--- config.mk ---
export PLATFORM = sky130hd
export DESIGN_NAME = snake_engine
export DESIGN_NICKNAME = d
export VERILOG_FILES = /design/src/rtl/snake_engine.sv
export SDC_FILE = /design/constraint.sdc
export NUM_CORES = 1
export LEC_CHECK = 0
export CAP_MARGIN = 20
export CORE_MARGIN = 2
export CORE_UTILIZATION = 40
export DETAILED_ROUTE_END_ITERATION = 10
export GPL_TIMING_DRIVEN = 0
export PLACE_DENSITY = 0.62
export SLEW_MARGIN = 0
export SYNTH_ARGS = -nofsm -noshare
export SYNTH_HDL_FRONTEND = slang
export SYNTH_SLANG_ARGS = --single-unit
--- constraint.sdc ---
create_clock -name clk -period 6.92 [get_ports clk]
set_clock_uncertainty 0.05 [all_clocks]
set_input_delay 1.384 -clock clk [delete_from_list [all_inputs] [get_ports clk]]
set_output_delay 1.384 -clock clk [all_outputs]
set_load 0.02 [all_outputs]
--- src/rtl/snake_engine.sv ---
// Single-snake game engine: grid-cell segment store, sequential self-collision scan, 2-stage cell query.
// Build macro SNAKE_WRAP_WALLS_EN: grid edges wrap around instead of ending the game.
module snake_engine #(
  parameter int GRID_W   = 17,
  parameter int GRID_H   = 16,
  parameter int CW       = 5,
  parameter int MAX_LEN  = 16,
  parameter int INIT_LEN = 3,
  parameter int INIT_X   = 3,
  parameter int INIT_Y   = 1
) (
  input  logic          clk,
  input  logic          reset,
  input  logic          tick,
  input  logic [3:0]    dir_req,
  input  logic [CW-1:0] apple_x,
  input  logic [CW-1:0] apple_y,
  input  logic [CW-1:0] q_x,
  input  logic [CW-1:0] q_y,
  output logic          q_head,
  output logic          q_body,
  output logic [CW-1:0] head_x,
  output logic [CW-1:0] head_y,
  output logic [CW:0]   length,
  output logic          apple_eaten,
  output logic          busy,
  output logic          game_over,
  output logic [1:0]    state_dbg
);

  localparam int IW = (MAX_LEN > 2) ? $clog2(MAX_LEN) : 1;
  localparam logic [CW-1:0] X_MAX    = CW'(GRID_W - 1);
  localparam logic [CW-1:0] Y_MAX    = CW'(GRID_H - 1);
  localparam logic [CW-1:0] ONE_C    = CW'(1);
  localparam logic [CW:0]   LEN_MAX  = (CW+1)'(MAX_LEN);
  localparam logic [CW:0]   LEN_INIT = (CW+1)'(INIT_LEN);
  localparam logic [CW:0]   ONE_L    = (CW+1)'(1);
  localparam logic [CW:0]   TWO_L    = (CW+1)'(2);

  typedef enum logic [1:0] {S_IDLE, S_CHECK, S_MOVE, S_OVER} state_t;
  // Opposite directions differ only in bit 0.
  typedef enum logic [1:0] {D_RIGHT, D_LEFT, D_UP, D_DOWN} dir_t;

  state_t        state, state_n;
  dir_t          dir, pending, step_dir, req_dir, commit_val;
  logic [1:0]    opp_dir;
  logic          req_valid, req_ok;
  logic [CW-1:0] seg_x [MAX_LEN];
  logic [CW-1:0] seg_y [MAX_LEN];
  logic [CW-1:0] nh_x, nh_y, nh_x_r, nh_y_r;
  logic          wall_hit, eat_now, eat_r;
  logic [IW-1:0] idx;
  logic [CW:0]   scan_limit;
  logic          seg_hit, idx_at_limit;
  logic          load_step, idx_inc, do_move, commit_dir;
  logic [CW-1:0] q1_x, q1_y;
  logic          hit_head, hit_body;

  // Direction request decode: right > left > up > down.
  always_comb begin
    req_valid = |dir_req;
    req_dir   = D_RIGHT;
    if (dir_req[1])      req_dir = D_RIGHT;
    else if (dir_req[0]) req_dir = D_LEFT;
    else if (dir_req[2]) req_dir = D_UP;
    else if (dir_req[3]) req_dir = D_DOWN;
  end

  assign opp_dir = dir ^ 2'b01;
  assign req_ok  = req_valid && (req_dir != dir_t'(opp_dir));

  // Next head cell from the current head and the pending direction.
  always_comb begin
    nh_x     = seg_x[0];
    nh_y     = seg_y[0];
    wall_hit = 1'b0;
    case (pending)
      D_RIGHT: begin
`ifdef SNAKE_WRAP_WALLS_EN
        nh_x = (seg_x[0] == X_MAX) ? '0 : seg_x[0] + ONE_C;
`else
        wall_hit = (seg_x[0] == X_MAX);
        nh_x     = seg_x[0] + ONE_C;
`endif
      end
      D_LEFT: begin
`ifdef SNAKE_WRAP_WALLS_EN
        nh_x = (seg_x[0] == '0) ? X_MAX : seg_x[0] - ONE_C;
`else
        wall_hit = (seg_x[0] == '0);
        nh_x     = seg_x[0] - ONE_C;
`endif
      end
      D_UP: begin
`ifdef SNAKE_WRAP_WALLS_EN
        nh_y = (seg_y[0] == '0) ? Y_MAX : seg_y[0] - ONE_C;
`else
        wall_hit = (seg_y[0] == '0);
        nh_y     = seg_y[0] - ONE_C;
`endif
      end
      default: begin
`ifdef SNAKE_WRAP_WALLS_EN
        nh_y = (seg_y[0] == Y_MAX) ? '0 : seg_y[0] + ONE_C;
`else
        wall_hit = (seg_y[0] == Y_MAX);
        nh_y     = seg_y[0] + ONE_C;
`endif
      end
    endcase
  end

  assign eat_now      = (nh_x == apple_x) && (nh_y == apple_y);
  // Without eating the tail vacates during the move, so it is excluded from the scan.
  assign scan_limit   = eat_r ? (length - ONE_L) : (length - TWO_L);
  assign seg_hit      = (seg_x[idx] == nh_x_r) && (seg_y[idx] == nh_y_r);
  assign idx_at_limit = ((CW+1)'(idx) >= scan_limit);

  always_ff @(posedge clk or posedge reset) begin
    if (reset) state <= S_IDLE;
    else       state <= state_n;
  end

  // tick is a fire-and-forget pulse: taken only in IDLE, silently dropped while busy.
  always_comb begin
    state_n    = state;
    load_step  = 1'b0;
    idx_inc    = 1'b0;
    do_move    = 1'b0;
    commit_dir = 1'b0;
    commit_val = step_dir;
    case (state)
      S_IDLE: begin
        if (tick) begin
          if (wall_hit) begin
            state_n = S_OVER;
          end else begin
            load_step = 1'b1;
            if (!eat_now && (length == TWO_L)) begin
              state_n    = S_MOVE;
              commit_dir = 1'b1;
              commit_val = pending;
            end else begin
              state_n = S_CHECK;
            end
          end
        end
      end
      S_CHECK: begin
        if (seg_hit) begin
          state_n = S_OVER;
        end else if (idx_at_limit) begin
          state_n    = S_MOVE;
          commit_dir = 1'b1;
        end else begin
          idx_inc = 1'b1;
        end
      end
      S_MOVE: begin
        do_move = 1'b1;
        state_n = S_IDLE;
      end
      default: state_n = S_OVER;
    endcase
  end

  // The committed direction follows the step actually taken, not later pending edits.
  always_ff @(posedge clk or posedge reset) begin
    if (reset) begin
      dir      <= D_RIGHT;
      pending  <= D_RIGHT;
      step_dir <= D_RIGHT;
      nh_x_r   <= '0;
      nh_y_r   <= '0;
      eat_r    <= 1'b0;
      idx      <= IW'(1);
      length   <= LEN_INIT;
      for (int k = 0; k < MAX_LEN; k++) begin
        seg_x[k] <= (k < INIT_LEN) ? CW'(INIT_X - k) : '0;
        seg_y[k] <= (k < INIT_LEN) ? CW'(INIT_Y) : '0;
      end
    end else begin
      if (req_ok)     pending <= req_dir;
      if (commit_dir) dir     <= commit_val;
      if (load_step) begin
        nh_x_r   <= nh_x;
        nh_y_r   <= nh_y;
        eat_r    <= eat_now;
        step_dir <= pending;
        idx      <= IW'(1);
      end else if (idx_inc) begin
        idx <= idx + IW'(1);
      end
      if (do_move) begin
        for (int k = MAX_LEN - 1; k > 0; k--) begin
          seg_x[k] <= seg_x[k-1];
          seg_y[k] <= seg_y[k-1];
        end
        seg_x[0] <= nh_x_r;
        seg_y[0] <= nh_y_r;
        if (eat_r && (length < LEN_MAX)) length <= length + ONE_L;
      end
    end
  end

  // Query stage 2 compares the registered cell against the live segment store.
  always_comb begin
    hit_head = (seg_x[0] == q1_x) && (seg_y[0] == q1_y);
    hit_body = 1'b0;
    for (int k = 1; k < MAX_LEN; k++) begin
      if (((CW+1)'(k) < length) && (seg_x[k] == q1_x) && (seg_y[k] == q1_y)) hit_body = 1'b1;
    end
  end

  always_ff @(posedge clk or posedge reset) begin
    if (reset) begin
      q1_x   <= '0;
      q1_y   <= '0;
      q_head <= 1'b0;
      q_body <= 1'b0;
    end else begin
      q1_x   <= q_x;
      q1_y   <= q_y;
      q_head <= hit_head;
      q_body <= hit_body;
    end
  end

  assign head_x      = seg_x[0];
  assign head_y      = seg_y[0];
  assign apple_eaten = (state == S_MOVE) && eat_r;
  assign busy        = (state != S_IDLE);
  assign game_over   = (state == S_OVER);
  assign state_dbg   = state;

endmodule

==> summary.txt <==
gpl congestion = 0.977
Total GRT Usage = 23.2%
CTS max path bufs = 3
Async SR Flop Fraction = 100%
Routed Antenna Nets = 0
Final Hold Fails = 0
post-synth cell types = 66
yosys synthesis warning count = 0
synthesized area per cell = 11.6 um2
wire per inst = 23.4 um
DR pass1 iterations = 5
CTS buffer count = 24
clk_lat worst skew = 0.53 ns
initial antenna violation count = 0
Final Max Tran Viols = 0
Gate Count Post-Synth = 1,052
Seq/Total Area, Yosys = 41.5%
Rel. slew slack = 40.3%
global-route wire length before repair = 54,700 um
post-CTS sizing = 0
DR vias/cell = 5.60
Arr. time, crit path = 3.60 ns
Synth top area share = 39.3%
Setup-failing EPs final = 0
cts hold-fix bufs = 0
Setup Total Neg Slack = 0 ns
worst-margin pin slew = 0.895 ns
period utilisation layout = 72.7%
met1 Track Usage GR = 31.9%
vias in the first global route = 8,675
Setup crit end kind = primary output
Vias = 8,584
fmax = 199 MHz
Total Power = 5.47 mW
status = complete, no violations
post-CTS setup repair buffer count = 0
CP Class = reg2out
Layout Area Growth over Synthesis = 15.1%
Worst Setup Start Kind = register
worst min path class = reg2reg
synth top area cells = dfrtp_1 39%, mux2_2 15%, xnor2_1 7.6%
area leader, netlist = dfrtp_1
DP HPWL = 27,200 um
maximum vdd drop = 0.000172 V
clock root buffer = clkbuf_16
leakage = 6.21 nW
CTS tree = done
I/O pins = 50
Final Util = 47.0%
Power Dens Cells = 391 mW/mm2
layout cell share with drive strength beyond 1 = 23.4%
die area = 0.0318 mm2
GR Util met3 = 4.28%
Max-Cap Viols = 0
row count = 63
largest net degree at the start of global routing = 118
ANT cells = 0
Core Area = 0.0298 mm2
top_reg_cell synth = dfrtp_1
count leader, synth = dfrtp_1
clock sinks = 201
Min Hold Slack = 0.497 ns
WP data required = 5.49 ns
Clock transition at path regs = 0.06 ns
global route overflow = 0
chip height = 178 um
Final min period = 5.03 ns
die span in x = 178 um
Layout Nets = 1,176
CP Max Fanout = 10
EDFF count, synth = 0
Syn Std Cell Area = 0.0122 mm2
busiest layer in global routing = met2
RSZ-0062 raised after global routing = no
initial DRC count = 585
met2 Resource Use GR = 37.2%
H-Tree Depth = 1
# port buffers = 49
Seq cells post-synth = 201
Mapped Nets = 1,100
Initial Utilization = 40.8%
Commonest cells post-synth = 191 x dfrtp_1, 166 x mux2_2, 105 x xnor2_1, 95 x xor2_1, 56 x clkbuf_1
fill cell count = 2,765
DRC Markers = 0
drt total wl = 36,000 um
## cells by family after synthesis
family | synth area share [%]
mux | 23.6
xor+xnor | 14.8
flops | 41.5
simple gates | 8.72
compound gates | 5.53
buf+inv | 3.65
fa+ha+maj | 2.28
## where the power goes
| part | leakage, nW | switching [mW] | total (mW) | internal (mW) |
|---|---|---|---|---|
| combinational | 3.15 | 1.22 | 2.32 | 1.10 |
| sequential | 2.67 | 0.400 | 1.86 | 1.46 |
| clock | 0.397 | 0.496 | 1.30 | 0.806 |
| total | 6.21 | 2.11 | 5.47 | 3.36 |
## sequential cells by signal, indices dropped and copies added (netlist names)
| register | count |
|---|---|
| dir | 2 |
| eat_r | 1 |
| head_x | 5 |
| head_y | 5 |
| idx | 4 |
| length | 6 |
| nh_x_r | 5 |
| nh_y_r | 5 |
| pending | 2 |
| q1_x | 5 |
| q1_y | 5 |
| q_body | 1 |
| q_head | 1 |
| seg_x | 75 |
| seg_y | 75 |
| state_dbg | 2 |
| step_dir | 2 |
## layer usage
layer	vias to the layer above	routed length [um]
met5	-	0
met4	0	1200
met3	74	2380
met2	301	16500
met1	4309	15900
li1	3900	-
## cell usage in the layout (no fill, tap or decap), types with 8 or more instances in the layout
master / netlist / layout
nor4_1: 24 / 24
ha_1: 19 / 19
clkbuf_16: 0 / 25
o21ai_0: 27 / 27
nor3_1: 13 / 13
a21oi_1: 20 / 20
nor3b_1: 8 / 8
dfstp_2: 10 / 10
nor2b_1: 12 / 12
nor2_1: 19 / 19
nand2_1: 40 / 40
buf_4: 14 / 14
mux2_2: 166 / 166
mux2i_1: 48 / 48
xor2_1: 95 / 95
clkdlybuf4s50_1: 0 / 49
inv_1: 12 / 11
nand4_1: 27 / 27
mux4_2: 23 / 23
nand2b_1: 9 / 9
dfrtp_1: 191 / 191
nand3_1: 12 / 12
clkbuf_1: 56 / 61
xnor2_1: 105 / 105
## final cells by class
type                       instances  area (um2)  share of cell area [%]
clock inverter                     5        80.1                   0.572
buffer                            84         395                    2.82
multi-input combinational        754        6680                    47.7
timing repair buffer              50         518                    3.70
inverter                          13        56.3                   0.402
sequential                       201        5040                    36.0
tap                              390         488                    3.49
clock buffer                      37         741                    5.29
## path summary, 6_finish.rpt
path	start	to	slack [ns]	cells past startpoint
max	state_dbg[0]	apple_eaten	1.89	6
min	seg_x[4]	seg_x[4]	0.50	1
max reg2reg	pending[1]	state_dbg[1]	2.74	13
min reg2reg	seg_x[4]	seg_x[4]	0.50	1
max in group asynchronous	reset	length[3]	4.51	3
min in group asynchronous	reset	q1_x[1]	1.29	2
## through the flow
stage / cells / worst slack [ns] / cell area [um2]
after floorplan: 1052 / 0.0202 / 12200
after global placement: 1491 / -2.77 / 13100
after detailed placement: 1492 / 2.37 / 13200
after CTS: 1534 / 1.81 / 14000
after global routing: 1534 / 1.69 / 14000
final: 1534 / 1.89 / 14000
## critical path, cell delays in order, from the launching register on
cell	delay, ns
dfrtp_1	0.44
nor2b_1	0.13
clkbuf_1	0.54
clkbuf_1	0.52
clkbuf_1	0.62
and2_1	0.23
clkdlybuf4s50_1	0.60
Note: power is estimated with default switching activity, not from simulation.
==> RTL edit 1 (same settings) <==
`GRID_H`: 16 -> 8.
--- a/src/rtl/snake_engine.sv
+++ b/src/rtl/snake_engine.sv
@@ -4,3 +4,3 @@
   parameter int GRID_W   = 17,
-  parameter int GRID_H   = 16,
+  parameter int GRID_H   = 8,
   parameter int CW       = 5,
Behaviour: same outputs for any inputs over 4 cycles, from zero or initial values and one cycle with reset high; that may be too few to reach the edited logic, so the function may still have changed.
==> RTL edit 1 against the unedited design <==
Synthesized area is 2.5% lower. Sequential cell count stayed put. Wire length is 5.5% lower. Worst hold slack worse by 60 ps. Design area is 1.8% lower. Register-to-register slack worse by 540 ps. Worst setup slack worse by 110 ps. Via count is 5.0% lower. Critical path depth stayed put. Critical path type unchanged.
Power is not compared: it rests on default switching activity, and its combinational part moved more than twofold at a synthesized area within 25%.
==> RTL edit 1: results <==
set metrics [dict create \
    r2r_end "dir[0]" \
    place_ws_ps 2380 \
    synth_common_cells "dfrtp_1 (191), mux2_2 (165), xor2_1 (109), xnor2_1 (88), clkbuf_1 (48)" \
    fin_util_pct 46.8 \
    num-nonclk-inverters 10 \
    insertion_delay_ps 520 \
    grt_usage_pct 22.4 \
    hpwl_microns 25300 \
    min_path_type "flop to flop" \
    nonClkBufAreaFrac_pct 6.40 \
    cp_slowest_cell "clkdlybuf4s50_1" \
    grt_pass1_wl_microns 52200 \
    dp.cells 1414 \
    fmax_ghz 0.195 \
    avgSynthCellArea_sq_um 12.2 \
    grt_max_degree 119 \
    grt_pass1_vias 8250 \
    port_buffers 49 \
    dpl_cell_area_sq_mm 0.0129 \
    r2r_slack_ps 2200 \
    nets 1098 \
    wirelength_microns 34000 \
    drive_gt1_share_pct 25.7 \
    cp_slowest_stage_delay_ps 600 \
    fp.dieW_microns 176 \
    crit_arrival_ps 3700 \
    nMultiInputCombCells 686 \
    vias_per_cell 5.60 \
    synth_cell_type_count 60 \
    drtPass1Iterations 7 \
    signal_buffers 127 \
    fill_cells 2710 \
    ys_seq_area_share_pct 42.5 \
    multi_input_area_sq_mm 0.00642 \
    r2r-start "idx[0]" \
    drtIter0Drc 664 \
    status "finished clean" \
    vias 8153 \
    syn_nets 1022 \
    async_flop_share_pct 100 \
]
## RTL edit 1: cell count changes in the layout (fill, tap and decap cells not counted), moves of 5 or more
cell	delta
nand2_1	-13
xor2_1	+14
mux4_2	+8
nor4_1	+5
nand4_1	-6
nor2_1	-5
mux2i_1	-13
o21ai_0	-9
xnor2_1	-17
nor3b_1	-8
clkbuf_1	-7
## RTL edit 1: power breakdown
| part | internal [mW] | switching (mW) | total [mW] |
|---|---|---|---|
| Combinational | 0.0540 | 0.0990 | 0.153 |
| Sequential | 1.18 | 0.00128 | 1.18 |
| Clock | 0.897 | 0.505 | 1.40 |
| Total | 2.13 | 0.606 | 2.74 |
## RTL edit 1: metal layers
| layer | wire [microns] | track usage (%) |
|---|---|---|
| met5 | 0 | 0 |
| met4 | 1430 | 9.02 |
| met3 | 1910 | 3.14 |
| met2 | 15200 | 34.3 |
| met1 | 15400 | 31.9 |
## RTL edit 1: kinds of logic (layout without fill, tap and decap cells)
family                     Yosys count  in the layout  synth area share, %
AOI/OAI and AO/OA                   94             94                 5.65
xor gates and xnor gates           197            197                 14.5
adders and majority gates           21             21                 2.34
buffers and inverters               87            180                 3.36
DFF                                201            201                 42.5
muxes                              235            235                 25.3
and+or+nand+nor                    139            139                 6.33
## RTL edit 1: worst min-delay path by stage
stage	startpoint	endpoint	slack (ps)	depth (start not counted)
floorplan	step_dir[1]	step_dir[1]	400	2
global placement	step_dir[1]	step_dir[1]	420	2
detailed placement	step_dir[1]	step_dir[1]	430	2
CTS	step_dir[1]	step_dir[1]	440	2
global route	step_dir[0]	step_dir[0]	500	1
finish	step_dir[1]	step_dir[1]	440	2
==> RTL edit 2 (config.mk and constraints unchanged) <==
Without the edit above. Reset style: synchronous (`reset`), changed in 3 clocked blocks.
--- a/src/rtl/snake_engine.sv
+++ b/src/rtl/snake_engine.sv
@@ -118,3 +118,3 @@
 
-  always_ff @(posedge clk or posedge reset) begin
+  always_ff @(posedge clk) begin
     if (reset) state <= S_IDLE;
@@ -167,3 +167,3 @@
   // The committed direction follows the step actually taken, not later pending edits.
-  always_ff @(posedge clk or posedge reset) begin
+  always_ff @(posedge clk) begin
     if (reset) begin
@@ -214,3 +214,3 @@
 
-  always_ff @(posedge clk or posedge reset) begin
+  always_ff @(posedge clk) begin
     if (reset) begin
Behaviour: differs if reset is asserted again (counterexample within 4 cycles, from zero or initial values and one cycle with reset high); with reset held inactive, the same outputs for 4 cycles.
==> RTL edit 2 against the unedited design <==
Synthesized area fell by 2.3%. Worst setup slack improved by 1200 ps. Cell count fell by 3.3%. Design area fell by 2.2%. First-iteration DRC count rose by 63%. Wire length rose by 3.5%. Sequential cell count rose by 4. Die area fell by 2.3%. Non-clock buffer count fell by 13. Largest cell class unchanged.
Power is not compared: it rests on default switching activity, and its combinational part moved more than twofold at a synthesized area within 25%.
==> RTL edit 2: results <==
set metrics [dict create \
    r2r_end "state_dbg[0]" \
    dp.cells 1436 \
    ys_seq_area_share_pct 48.0 \
    r2r_slack_ps 3170 \
    final_cells 1483 \
    place_congestion 0.911 \
    synth_common_cells "edfxtp_1 (160), and2_1 (156), xor2_1 (102), xnor2_1 (96), clkbuf_1 (49)" \
    grt_max_degree 59 \
    nets 1121 \
    hpwl_microns 27900 \
    met3_wirelength_microns 3000 \
    synthFlopType "edfxtp_1" \
    async_flop_share_pct 0 \
    synth_edf_count 160 \
    r2r-start "pending[1]" \
    status "finished clean" \
    vias_per_cell 5.62 \
    whs_ps 451 \
    use_met2_pct 37.8 \
    fill_cells 2785 \
    drt-met1-wl_microns 15900 \
    reg_top3 "seg_x (80), seg_y (80), length (6)" \
    timing.slew.headroom_pct 43.4 \
    synth_cell_type_count 61 \
    antenna_found_initial 1 \
    multi_input_area_sq_mm 0.00583 \
    grt_pass1_vias 8260 \
    hold_depth 2 \
    dpl_cell_area_sq_mm 0.0129 \
    drtIter0Drc 955 \
    synth.area.top_cells "edfxtp_1 (40%), and2_1 (8.2%), dfxtp_1 (7.6%), xor2_1 (7.5%), xnor2_1 (7.1%)" \
    place_ws_ps 2630 \
    gr-usage-met3_pct 4.07 \
    wl_per_cell_microns 25.1 \
    syn_nets 1043 \
    met1_usage_pct 33.6 \
    drive_gt1_share_pct 9.17 \
    route.met2.wl_microns 16700 \
    worstHoldStart "step_dir[1]" \
    min_to "step_dir[1]" \
    crit_arrival_ps 4160 \
    avgSynthCellArea_sq_um 11.9 \
    grt_pass1_wl_microns 54500 \
]
[RTL edit 2: changes by cell type after synthesis, sizes merged, moves of 11 or more]
cell and change:
nor2 +20, mux2i -11, dfrtp -191, nand2 -23, edfxtp +160, mux4 +16
and2 +150, o21ai -17, dfxtp +45, mux2 -165
[RTL edit 2: how the worst max path moves through the flow]
stage	end	startpoint	cells after the start	slack, ps
3_5_place_dp	seg_x[12][3]	reset	5	2630
4_1_cts	dir[1]	pending[1]	12	2630
6_report	seg_x[3][0]	reset	5	3090
2_1_floorplan	seg_x[0][0]	reset	2	1410
5_1_grt	state_dbg[0]	pending[1]	13	2880
3_3_place_gp	seg_x[12][3]	reset	3	-1240
[RTL edit 2: critical path: stages]
cell,delay [ps]
clkdlybuf4s50_1,570
nor2_1,710
clkbuf_1,580
clkbuf_1,670
and2_1,230
[RTL edit 2: logic make-up (layout without fill, tap and decap cells)]
group / after synthesis / after routing / share of synthesized area [%]
AND/OR/NAND/NOR: 335 / 335 / 16.4
flip-flops: 205 / 205 / 48.0
XOR/XNOR: 199 / 199 / 14.8
buffers and inverters: 80 / 176 / 2.98
AO/OA/AOI/OAI: 78 / 78 / 4.76
multiplexers: 77 / 77 / 10.7
adder cells (fa/ha/maj): 21 / 21 / 2.34
other: 0 / 2 / 0
[RTL edit 2: power breakdown]
| part | internal, mW | switching (mW) | total [mW] |
|---|---|---|---|
| combinational | 0.150 | 0.211 | 0.361 |
| clock | 0.717 | 0.518 | 1.23 |
| sequential | 1.40 | 0.0751 | 1.47 |
[RTL edit 2: cell type report]
type	instances	area share, %
multi-input cells	710	42.6
flip-flops and latches	205	41.7
clock buffers	37	5.27
repair buffers	52	4.02
well taps	390	3.56
plain buffers	69	2.28
inverters	11	0.302
clock inverters	7	0.274
diodes	2	0.0365
